`src/rtl/mux_arbiter_reg.sv`:
```
// Registered CHANNELS:1 selector feeding a one-entry valid/ready output register.
// Fixed-select (mode=0) or round-robin among valid channels (mode=1).
//
// state | meaning
// ------+-----------------------------------------------
// EMPTY | output register holds nothing, out_valid=0
// FULL  | output register holds data, out_valid=1
module mux_arbiter_reg #(
    parameter int WIDTH    = 8,
    parameter int CHANNELS = 4,
    parameter int SEL_W    = $clog2(CHANNELS)
) (
    input  logic                      clk,
    input  logic                      reset_n,
    input  logic [CHANNELS*WIDTH-1:0] in_data,
    input  logic [CHANNELS-1:0]       in_valid,
    output logic [CHANNELS-1:0]       in_ready,
    input  logic                      mode,
    input  logic [SEL_W-1:0]          sel,
    output logic [WIDTH-1:0]          out_value,
    output logic [SEL_W-1:0]          out_channel,
    output logic                      out_valid,
    input  logic                      out_ready
);

    typedef enum logic {EMPTY = 1'b0, FULL = 1'b1} state_t;

    state_t           state, state_nxt;
    logic [SEL_W-1:0] ptr;
    logic [SEL_W-1:0] ptr_nxt;
    logic [SEL_W-1:0] rr_idx;
    logic [SEL_W-1:0] rr_grant;
    logic             rr_found;
    logic [SEL_W-1:0] grant;
    logic             grant_valid;
    logic             fx_valid;
    logic             load_en;
    logic             take;
    logic [WIDTH-1:0] ch_data [CHANNELS];

    for (genvar i = 0; i < CHANNELS; i++) begin : g_unpack
        assign ch_data[i] = in_data[i*WIDTH +: WIDTH];
    end

    // First valid channel at or after ptr, wrapping around.
    always_comb begin
        rr_idx   = '0;
        rr_grant = '0;
        rr_found = 1'b0;
        for (int k = 0; k < CHANNELS; k++) begin
            rr_idx = SEL_W'((int'(ptr) + k) % CHANNELS);
            if (!rr_found && in_valid[rr_idx]) begin
                rr_found = 1'b1;
                rr_grant = rr_idx;
            end
        end
    end

    // Out-of-range sel (non-power-of-2 CHANNELS) yields no grant.
    assign fx_valid    = (int'(sel) < CHANNELS) && in_valid[sel];
    assign grant       = mode ? rr_grant : sel;
    assign grant_valid = mode ? rr_found : fx_valid;

    assign out_valid = (state == FULL);
    assign load_en   = !out_valid || out_ready;
    assign take      = reset_n && load_en && grant_valid;
    assign in_ready  = take ? (CHANNELS'(1) << grant) : '0;
    assign ptr_nxt   = SEL_W'((int'(grant) + 1) % CHANNELS);

    always_ff @(posedge clk) begin
        if (!reset_n) begin
            state <= EMPTY;
        end else begin
            state <= state_nxt;
        end
    end

    always_comb begin
        state_nxt = state;
        if (take) begin
            state_nxt = FULL;
        end else if (state == FULL && out_ready) begin
            state_nxt = EMPTY;
        end
    end

    always_ff @(posedge clk) begin
        if (!reset_n) begin
            out_value   <= '0;
            out_channel <= '0;
            ptr         <= '0;
        end else if (take) begin
            out_value   <= ch_data[grant];
            out_channel <= grant;
            if (mode) begin
                ptr <= ptr_nxt;
            end
        end
    end

endmodule

```
`config.mk`:
```
export PLATFORM = sky130hd
export DESIGN_NAME = mux_arbiter_reg
export DESIGN_NICKNAME = d
export VERILOG_FILES = /design/src/rtl/mux_arbiter_reg.sv
export SDC_FILE = /design/constraint.sdc
export NUM_CORES = 1
export LEC_CHECK = 0
export ABC_AREA = 1
export BUFFER_PORTS_ARGS = -buffer_cell sky130_fd_sc_hd__buf_4
export CAP_MARGIN = 20
export CORE_AREA = 2 2 67 53
export CTS_BUF_LIST = sky130_fd_sc_hd__clkbuf_4 sky130_fd_sc_hd__clkbuf_8
export CTS_CLUSTER_DIAMETER = 50
export CTS_CLUSTER_SIZE = 30
export DETAILED_ROUTE_END_ITERATION = 8
export DIE_AREA = 0 0 69 55
export HOLD_SLACK_MARGIN = 0.15
export PLACE_DENSITY = 0.66
export RECOVER_POWER = 100
export SLEW_MARGIN = 10
export SYNTH_ARGS = -nofsm -noshare
export SYNTH_HDL_FRONTEND = slang
export SYNTH_SLANG_ARGS = --single-unit
```
`constraint.sdc`:
```
create_clock -name clk -period 3.2 [get_ports clk]
set_clock_uncertainty 0.2 [all_clocks]
set_input_delay 0.8 -clock clk [delete_from_list [all_inputs] [get_ports clk]]
set_output_delay 0.8 -clock clk [all_outputs]
set_load 0.02 [all_outputs]
```
**Word level (Yosys, flattened, before mapping)**

Index checks and enable logic that the tools add are counted.

- Bits in latches: 0
- Memories: 0
- Input bits: 42
- Bits in read-only memories: 0
- RAM bits: 0
- Bits in registers: 13

- Divide/modulo/power cells: 0
- $mul: 0
- Add/subtract/negate cells: 4
- Equality and inequality tests: 0
- Reduce and logical (&&, ||, !) cells: 13
- Bitwise operators: 1
- $lt $le $gt $ge: 6
- Mux-type cells: 26
- Shift operators: 1

Operator list:

| kind | number |
|---|---|
| $bmux 8 s2 | 1 |
| $mux 8 | 2 |
| $lt 2x3->1 const B | 5 |
| $mux 1 | 12 |
| $bmux 1 s2 | 5 |
| $mux 2 | 5 |
| $logic_and 1x1->1 | 6 |
| $add 2x1->2 const B | 2 |
| $add 2x2->2 const B | 2 |
| $logic_not 1->1 | 4 |
| $mux 4 | 1 |
| $shl 1x2->4 const A | 1 |
| $ge 3x3->1 const B | 1 |
| $not 2->3 | 1 |
| $reduce_and 2->1 | 1 |
| $reduce_bool 2->1 | 1 |
| $logic_or 1x1->1 | 1 |

**Longest topological paths before layout**

Gate-level depths: netlist of run 1.

- Depth in word-level cells: 17
- Mapped depth: 17

**Worst setup path after synthesis of run 1**

No wires, ideal clock.

- Path kind: input to output
- Start point: input in_valid[2]
- End point: output in_ready[0]
- Slack: 102 ps
- Path buffers: 1
- Cell stages on the path: 10
- Arrival: 2,098 ps
- Cells stage by stage: inv_1 > nand2_1 > nand3_1 > nand2_1 > a21oi_1 > nand2_1 > nand3_2 > nand2_2 > buf_4 > nor3_1

- Longest elaborated chain between the ends: 15
- Elaborated cells between the ends (all ways): 29
- Those cells by class: shift: 1; mux: 21; reduce/logical: 7

Ends and longest elaborated chain:

| item | RTL line | RTL |
|---|---|---|
| from (decl) | 16 | `input logic [CHANNELS-1:0] in_valid,` |
| $bmux 1 s2 | 52 | `if (!rr_found && in_valid[rr_idx]) begin` |
| $mux 1 (implied by the code) | 52 |  |
| $mux 1 | 52 |  |
| $logic_not 1->1 | 52 |  |
| $logic_and 1x1->1 | 52 |  |
| $mux 1 | 52 |  |
| $logic_not 1->1 | 52 |  |
| $logic_and 1x1->1 | 52 |  |
| $mux 1 | 52 |  |
| $logic_not 1->1 | 52 |  |
| $logic_and 1x1->1 | 52 |  |
| $mux 2 / $mux 1 (equally long branches) | 52 |  |
| $mux 2 / $mux 1 (equally long branches) | 61, 62 |  |
| $shl 1x2->4 / $logic_and 1x1->1 (equally long branches) | 67, 66 |  |
| $mux 4 * | 67 | `assign in_ready = take ? (CHANNELS'(1) << grant) : '0;` |
| to (decl) | 17 | `output logic [CHANNELS-1:0] in_ready,` |

Mark *: on every way between the ends. The rest lies on a longest branch, timed or not. The select of a mux whose other input is x is not followed.

**Worst setup path in the final report of run 1**

Same ends and word-level chain as after synthesis.

==> impl_metrics.csv, run 1 <==
group,metric,value,unit
synth,syn_area_per_cell,5.48,um2
status,status,"completed",
placed_design,place_ws,0.0536,ns
clock_network,cts.sinks,13,
sta,period_needed,3.08,ns
placed_design,io_buffer_count,56,
floorplanning,die_w,69,um
sta,worstMarginPinSlew,0.306,ns
synth,synth-seq-cells,13,
clock_network,hold_buffers,0,
floorplanning,num_io_pins,57,
clock_network,cts-root-buf,"clkbuf_8",
floorplanning,dieArea,3800,um2
route,drtIter0Drc,110,
placed_design,gp_congestion,0.791,
layout,final_common_cell,"nand2_1",
global_route,track_usage,0.191,
global_route,grt_pass1_vias,1297,
route,drc,0,
floorplanning,die_h,55,um
synth,synthCells,219,
sta,slew_violations,0,
floorplanning,num_rows,18,
synth,syn_nets,261,
clock_network,post-cts-setup-buffer-count,0,
setup_path,crit_path_end_kind,"primary output",
route,vias,1533,
sta,worst_slack,0.117,ns
setup_path,start_kind,"input pin",
route,antenna_left,0,
layout,fin_nets,327,
pwr,peakVddDrop,0.197,mV
sta,relSlewSlack,0.796,
synth,syn_area,1200,um2
route,drt-total-wl,3680,um
sta,rsz0062_at_grt,"yes",
setup_path,critPathMaxFanout,5,
global_route,gr-total-overflow,0,
route,dr.pass1.iters,4,
setup_path,arrival,2.08,ns
global_route,antenna_found_initial,0,
layout,mostFrequentLayoutCells,"nand2_1, buf_4, nor2_1, inv_1, nand3_1",
job,max_cap_viol_count,0,
route,vias_per_cell,4.73,
sta,hold_violations,0,
clock_network,cts_resized,0,
pwr,p_leak,0.957,nW
clock_network,clockBufferDepth,2,
min_path,hold_path.class,"reg -> reg",
placed_design,dp_hpwl,2920,um
clock_network,path_clk_slew,0.06,ns
floorplanning,core_region_area,3150,um2
layout,diodes,0,
global_route,grt_max_degree,13,
sta,whs,0.263,ns
layout,post-route-util,0.555,
clock_network,clkLatencyLatePin,0.24,ns
sta,fmax,324,MHz
pwr,cellPowerDensity,392,nW/um2
sta,final-setup-viol-count,0,
global_route,grt_pass1_wl,5880,um
synth,ys_types,22,
clock_network,cts_tree,"done",
synth,seq_area_frac_synth,0.217,
setup_path,worstSetupPathType,"in -> out",
clock_network,h-tree-depth,1,
layout,layout-drive-gt1-share,0.303,
synth,yosysWarningCount,0,
sta,min_period_over_period,0.963,
floorplanning,start_util,0.381,
clock_network,cts_buffers,3,
setup_path,cp.required,2.20,ns
route,wl_per_cell,11.4,um
layout,area_growth,45.8,%
pwr,p_total,686,uW
-- report_power, final --
group          internal (mW)  leakage [nW]  switching (mW)
logic                  0.140         0.824           0.202
registers              0.180         0.107          0.0113
clock network         0.0963        0.0262          0.0570
total                  0.416         0.957           0.270
-- final cells by class --
type	instances	area, um2
multi-input cells	170	812
fillers	364	1400
repair buffers	69	473
inverters	28	105
well taps	40	50.0
flip-flops and latches	13	260
clock buffers	4	48.8
-- sequential cells by signal (all words and copies together), names as in the netlist --
| signal | count |
|---|---|
| ptr | 2 |
| out_value | 8 |
| out_channel | 2 |
| out_valid | 1 |
-- kinds of logic after synthesis --
kind of cell,after synthesis,share of synthesized area
and+or+nand+nor,154,0.574
buffers and inverters,36,0.132
DFF,13,0.217
AOI/OAI and AO/OA,16,0.0772
-- metal layers --
| metal | share of wire | wire length (um) | track usage | vias up |
|---|---|---|---|---|
| met3 | 0.069 | 255 | 0.0489 | 2 |
| met1 | 0.49 | 1800 | 0.262 | 673 |
| met2 | 0.44 | 1620 | 0.316 | 44 |
| li1 | - | - | - | 814 |
| met5 | 0 | 0 | 0 | - |
| met4 | 0.0033 | 12 | 0.0229 | 0 |
-- metrics by stage --
step	instances	setup TNS (ns)	instance area [um2]
2_1_floorplan	219	0	1200
3_3_place_gp	320	0	1710
3_5_place_dp	320	0	1710
4_1_cts	324	0	1760
5_1_grt	324	-0.0116	1750
6_report	324	0	1750
-- Yosys cell counts (all sizes together) --
cell type | instances | area, um2
nor3 | 1 | 5.00
dfxtp | 13 | 260
o2111ai | 2 | 17.5
inv | 28 | 105
o21ai | 7 | 35.0
a21oi | 5 | 25.0
buf | 7 | 50.1
clkbuf | 1 | 3.75
a21boi | 1 | 7.51
nand2 | 89 | 349
nand4 | 1 | 6.26
nor2 | 30 | 128
nand3b | 8 | 60.1
nand3 | 25 | 140
a211oi | 1 | 7.51
-- path summary, 6_finish.rpt --
| check | startpoint | endpoint | slack, ns | depth (start not counted) |
|---|---|---|---|---|
| worst max-delay path | in_valid[2] | in_ready[0] | 0.12 | 12 |
| worst min-delay path | out_channel[1] | out_channel[1] | 0.26 | 2 |
| worst max register to register | ptr[0] | out_value[2] | 0.83 | 17 |
| worst min register to register | out_channel[1] | out_channel[1] | 0.26 | 2 |
-- worst max-delay path, stage by stage --
cell	delay (ns)
buf_4	0.12
inv_2	0.07
nand2_2	0.07
nand3_2	0.12
a21boi_1	0.17
nand2_1	0.06
inv_1	0.04
nand3_1	0.07
nand2_2	0.14
inv_2	0.08
nor3_1	0.16
buf_4	0.18
Power figures use the tool's default switching activity.
==> inputs of run 2 (changes only) <==
- CORE_AREA: 2 2 67 53 -> 2 2 62 49
- DIE_AREA: 0 0 69 55 -> 0 0 64 51
- PLACE_DENSITY: 0.66 -> 0.77
==> run 2 against run 1 <==
Compared with the run above: critical path depth unchanged; sequential cell count unchanged; register-to-register slack got worse by 0.11 ns; critical path type unchanged; largest cell class unchanged.
==> impl_metrics.csv, run 2 (synthesized netlist as in run 1, its figures left out) <==
group,metric,value,unit
layout,layout-drive-gt1-share,0.290,
global_route,track_usage,0.217,
layout,regMostFlops,"out_value",
route,wl_per_cell,10.5,um
sta,period_needed,3.15,ns
setup_path,crit_path_end_kind,"primary output",
setup_path,critPathMaxFanout,5,
global_route,grt_max_degree,13,
layout,largest_reg_flops,8,
layout,diodes,0,
floorplanning,core_region_area,2740,um2
layout,multi_input_area,798,um2
layout,regArea,260,um2
sta,fmax,317,MHz
route,drc,0,
clock_network,h-tree-depth,1,
clock_network,cts_tree,"done",
sta,hold_violations,0,
setup_path,cp.required,2.20,ns
pwr,cellPowerDensity,373,nW/um2
setup_path,worstSetupPathType,"in -> out",
clock_network,cts_buffers,3,
sta,rsz0062_at_grt,"yes",
placed_design,dp_hpwl,2630,um
route,drt-total-wl,3400,um
floorplanning,num_io_pins,57,
route,drtIter0Drc,79,
layout,top_regs,"out_value x8, out_channel x2, ptr x2",
floorplanning,die_h,51,um
layout,final_common_cell,"nand2_1",
clock_network,cts-root-buf,"clkbuf_4",
placed_design,place_ws,0.0784,ns
global_route,grt_pass1_vias,1310,
status,status,"completed",
global_route,gr-total-overflow,0,
layout,area_growth,44.1,%
clock_network,cts.sinks,13,
clock_network,hold_buffers,0,
placed_design,io_buffer_count,56,
floorplanning,dieArea,3260,um2
setup_path,startpoint,"in_valid[3]",
sta,setup_tns,0,ns
global_route,antenna_found_initial,0,
layout,fin_nets,329,
layout,post-route-util,0.630,
floorplanning,start_util,0.437,
route,antenna_left,0,
pwr,p_total,644,uW
job,max_cap_viol_count,0,
clock_network,path_clk_slew,0.08,ns
route,vias,1564,
global_route,grt_pass1_wl,5720,um
setup_path,start_kind,"input pin",
clock_network,clockBufferDepth,2,
setup_path,rr_startpoint,"ptr[1]",
setup_path,arrival,2.15,ns
floorplanning,die_w,64,um
sta,final-setup-viol-count,0,
pwr,p_leak,0.955,nW
sta,worst_slack,0.0468,ns
sta,slew_violations,0,
floorplanning,num_rows,17,
layout,fillers,276,
sta,worstMarginPinSlew,0.323,ns
clock_network,clkLatencyLatePin,0.27,ns
route,dr.pass1.iters,4,
placed_design,gp_congestion,0.834,
sta,relSlewSlack,0.784,
min_path,hold_path.class,"reg -> reg",
sta,min_period_over_period,0.985,
route,vias_per_cell,4.83,
min_path,holdCritStartpoint,"out_channel[0]",
layout,mostFrequentLayoutCells,"nand2_1, buf_4, nor2_1, inv_1, nand3_1",
pwr,peakVddDrop,0.231,mV
-- run 2: cell types whose count changed in the layout (fill, tap and decap cells not counted), sizes merged --
cell | previous run | this run
buf | 57 | 59
-- run 2: per-stage QoR --
step                      hold WS, ns  instance area [um2]  std cells
after global routing            0.316                 1730        324
final                           0.273                 1730        324
after global placement          0.255                 1700        317
after detailed placement        0.261                 1700        317
after floorplan                 0.333                 1200        219
after CTS                       0.273                 1730        321
-- run 2: worst max-delay path: stages --
cell and delay, ns:
buf_4 0.12, inv_1 0.07, nand2_1 0.08, nand3_2 0.11, a21boi_1 0.18, nand2_1 0.07, inv_1 0.05, nand3_1 0.07
nand2_2 0.15, inv_2 0.07, nor3_1 0.19, buf_4 0.19
-- run 2: path summary, 6_finish.rpt --
path / end / slack [ns] / cells after the start
setup reg to reg: out_value[0] / 0.72 / 18
hold reg to reg: out_channel[0] / 0.27 / 2
setup / recovery: in_ready[0] / 0.05 / 12
hold / removal: out_channel[0] / 0.27 / 2
-- run 2: power by group --
part / total [mW] / internal, mW / switching (mW)
combinational: 0.342 / 0.143 / 0.200
sequential: 0.190 / 0.179 / 0.0101
clock: 0.112 / 0.0568 / 0.0555
total: 0.644 / 0.379 / 0.265
-- run 2: per-layer routing --
layer	vias up	part of all wire	track usage
li1	817	-	-
met1	699	0.50	0.313
met2	46	0.45	0.339
met3	2	0.049	0.0419
met4	0	0.0029	0.0399
met5	-	0	0
-- run 2: area by class of cell --
cell class                      count  area share
Inverter                           28      0.0608
Sequential cell                    13       0.151
Clock buffer                        4      0.0174
Tap cell                           38      0.0275
Multi-Input combinational cell    170       0.462
Timing Repair Buffer               71       0.282
-- run 2: what timing repair did --
action	in CTS	in global routing
endpoints found under the setup margin	0	4
gates resized for setup	0	8
buffers inserted	0	3
==> inputs of run 3 (changes only) <==
- clock period: 3.2 -> 3.45 ns (I/O delays scaled with it)
==> run 3 against run 2 <==
Compared with the run above: final cell count decreased by 1.5%; setup slack improved by 0.14 ns; power fell by 10%; clock power decreased by 4%; via count is 3.6% lower; count of clock-buffer cells in the layout unchanged; die area did not move; utilization shrank 2.5 points; wire length fell by 2.2%; sequential share of layout area grew 0.61 points; final area is 3.9% lower.
==> impl_metrics.csv, run 3 (synthesized netlist as in run 1, its figures left out) <==
group,metric,value,unit
sta,setup_tns,0,ns
setup_path,worstSetupPathType,"in -> out",
sta,period_needed,3.26,ns
min_path,hold_path.class,"reg -> reg",
setup_path,start_kind,"input pin",
pwr,cellPowerDensity,349,nW/um2
pwr,switching_share,0.420,
sta,slew_violations,0,
setup_path,arrival,2.20,ns
clock_network,cts_tree,"done",
clock_network,cts_buffers,3,
route,antenna_left,0,
layout,regMostFlops,"out_value",
clock_network,hold_buffers,0,
layout,fin_nets,324,
setup_path,worst_path_max_delay_cell,"o21ai_1",
layout,top_regs,"out_value x8, out_channel x2, ptr x2",
setup_path,critPathBufInv,4,
clock_network,clockBufferDepth,2,
floorplanning,die_w,64,um
pwr,peakVddDrop,0.200,mV
route,vias,1508,
setup_path,cp.required,2.39,ns
min_path,hold_depth,2,
global_route,grt_pass1_wl,5650,um
setup_path,critPathMaxFanout,8,
floorplanning,start_util,0.437,
pwr,p_leak,0.921,nW
layout,fillers,284,
layout,layout-drive-gt1-share,0.249,
clock_network,post-cts-setup-buffer-count,0,
global_route,antenna_found_initial,0,
sta,hold_violations,0,
setup_path,reg2reg_to,"ptr[0]",
pwr,p_sw,243,uW
sta,rsz0062_at_grt,"no",
floorplanning,die_h,51,um
floorplanning,dieArea,3260,um2
min_path,holdCritStartpoint,"out_channel[1]",
route,drc,0,
layout,diodes,0,
clock_network,path_clk_slew,0.09,ns
layout,mostFrequentLayoutCells,"nand2_1, buf_4, nor2_1, inv_1, nand3_1",
global_route,track_usage,0.216,
placed_design,io_buffer_count,56,
route,drtIter0Drc,90,
layout,final_common_cell,"nand2_1",
setup_path,crit_path_end_kind,"primary output",
layout,final-instance-count-excl-fill,319,
clock_network,cts_resized,0,
placed_design,dp_hpwl,2670,um
placed_design,dp_cells,315,
setup_path,rr_startpoint,"ptr[1]",
setup_path,critPathMaxStageDelay,0.25,ns
clock_network,cts-root-buf,"clkbuf_4",
route,drt-total-wl,3320,um
clock_network,h-tree-depth,1,
setup_path,r2r_cells,11,
layout,largest_reg_flops,8,
setup_path,cp_common_cell,"nand2_1",
min_path,min_to,"out_channel[1]",
status,status,"completed",
sta,relSlewSlack,0.706,
floorplanning,num_io_pins,57,
pwr,p_total,580,uW
global_route,gr-total-overflow,0,
job,max_cap_viol_count,0,
sta,final-setup-viol-count,0,
sta,fmax,307,MHz
placed_design,gp_congestion,0.878,
pwr,internal_power,336,uW
global_route,grt_pass1_vias,1315,
sta,min_period_over_period,0.946,
pwr,combPwrFrac,0.510,
pwr,pwr-share-clk,0.187,
clock_network,clkLatencyLatePin,0.28,ns
route,wl_per_cell,10.4,um
pwr,seqPwrFrac,0.303,
route,dr.pass1.iters,4,
setup_path,critPathTopFamily,"simple AND/OR/NAND/NOR gates",
layout,multi_input_area,778,um2
layout,area_growth,38.5,%
floorplanning,core_region_area,2740,um2
clock_network,cts.sinks,13,
layout,regArea,260,um2
sta,worstMarginPinSlew,0.440,ns
setup_path,critical_path.cell_chain,"buf_4 -> inv_1 -> nand2_1 -> nand2_1 -> o21ai_1 -> nor2_1 -> nand3_1 -> nand2_1 -> nor2_4 -> inv_1 -> nor2_1 -> buf_4",
sta,whs,0.271,ns
setup_path,reg2reg_setup_slack,1.02,ns
route,vias_per_cell,4.73,
global_route,grt_max_degree,13,
floorplanning,num_rows,17,
-- run 3: how the worst max path moves through the flow --
stage,start,end,slack [ns],cells past startpoint
finish,in_valid[2],in_ready[3],0.19,12
global route,in_valid[2],in_ready[3],0.005,12
floorplan,in_valid[2],in_ready[0],0.23,10
global placement,in_valid[2],in_ready[2],0.20,13
CTS,in_valid[2],in_ready[3],0.15,13
detailed placement,in_valid[0],in_ready[3],0.16,13
-- run 3: layout make-up --
class	instances	area share
tap	38	0.0286
multi-input combinational	170	0.468
sequential	13	0.157
clock buffer	4	0.0181
timing repair buffer	66	0.265
inverter	28	0.0633
-- run 3: through the flow --
| stage | cell area (um2) | setup WS (ns) | util |
|---|---|---|---|
| floorplan | 1200 | 0.227 | - |
| global placement | 1690 | 0.195 | 0.616 |
| detailed placement | 1690 | 0.161 | 0.616 |
| CTS | 1720 | 0.154 | 0.627 |
| global route | 1660 | 0.00510 | 0.606 |
| finish | 1660 | 0.188 | 0.606 |
-- run 3: worst min-delay path: cells and delay by family, from the launching register on --
family / cells / cell delay (ns)
AO/OA/AOI/OAI: 1 / 0.06
flip-flops: 1 / 0.32
AND/OR/NAND/NOR: 1 / 0.06
-- run 3: power groups by stage --
stage	clock [mW]	sequential (mW)	combinational (mW)
after detailed placement	0	0.179	0.309
final	0.108	0.176	0.295
after CTS	0.109	0.176	0.310
after global placement	0	0.180	0.309
after floorplan	0	0.196	0.183
after global routing	0.115	0.178	0.336
-- run 3: metal layers --
layer	global-route usage	part of all wire
met2	0.344	0.44
met5	0	0
met4	0.0507	0.0084
met1	0.296	0.49
met3	0.0485	0.067
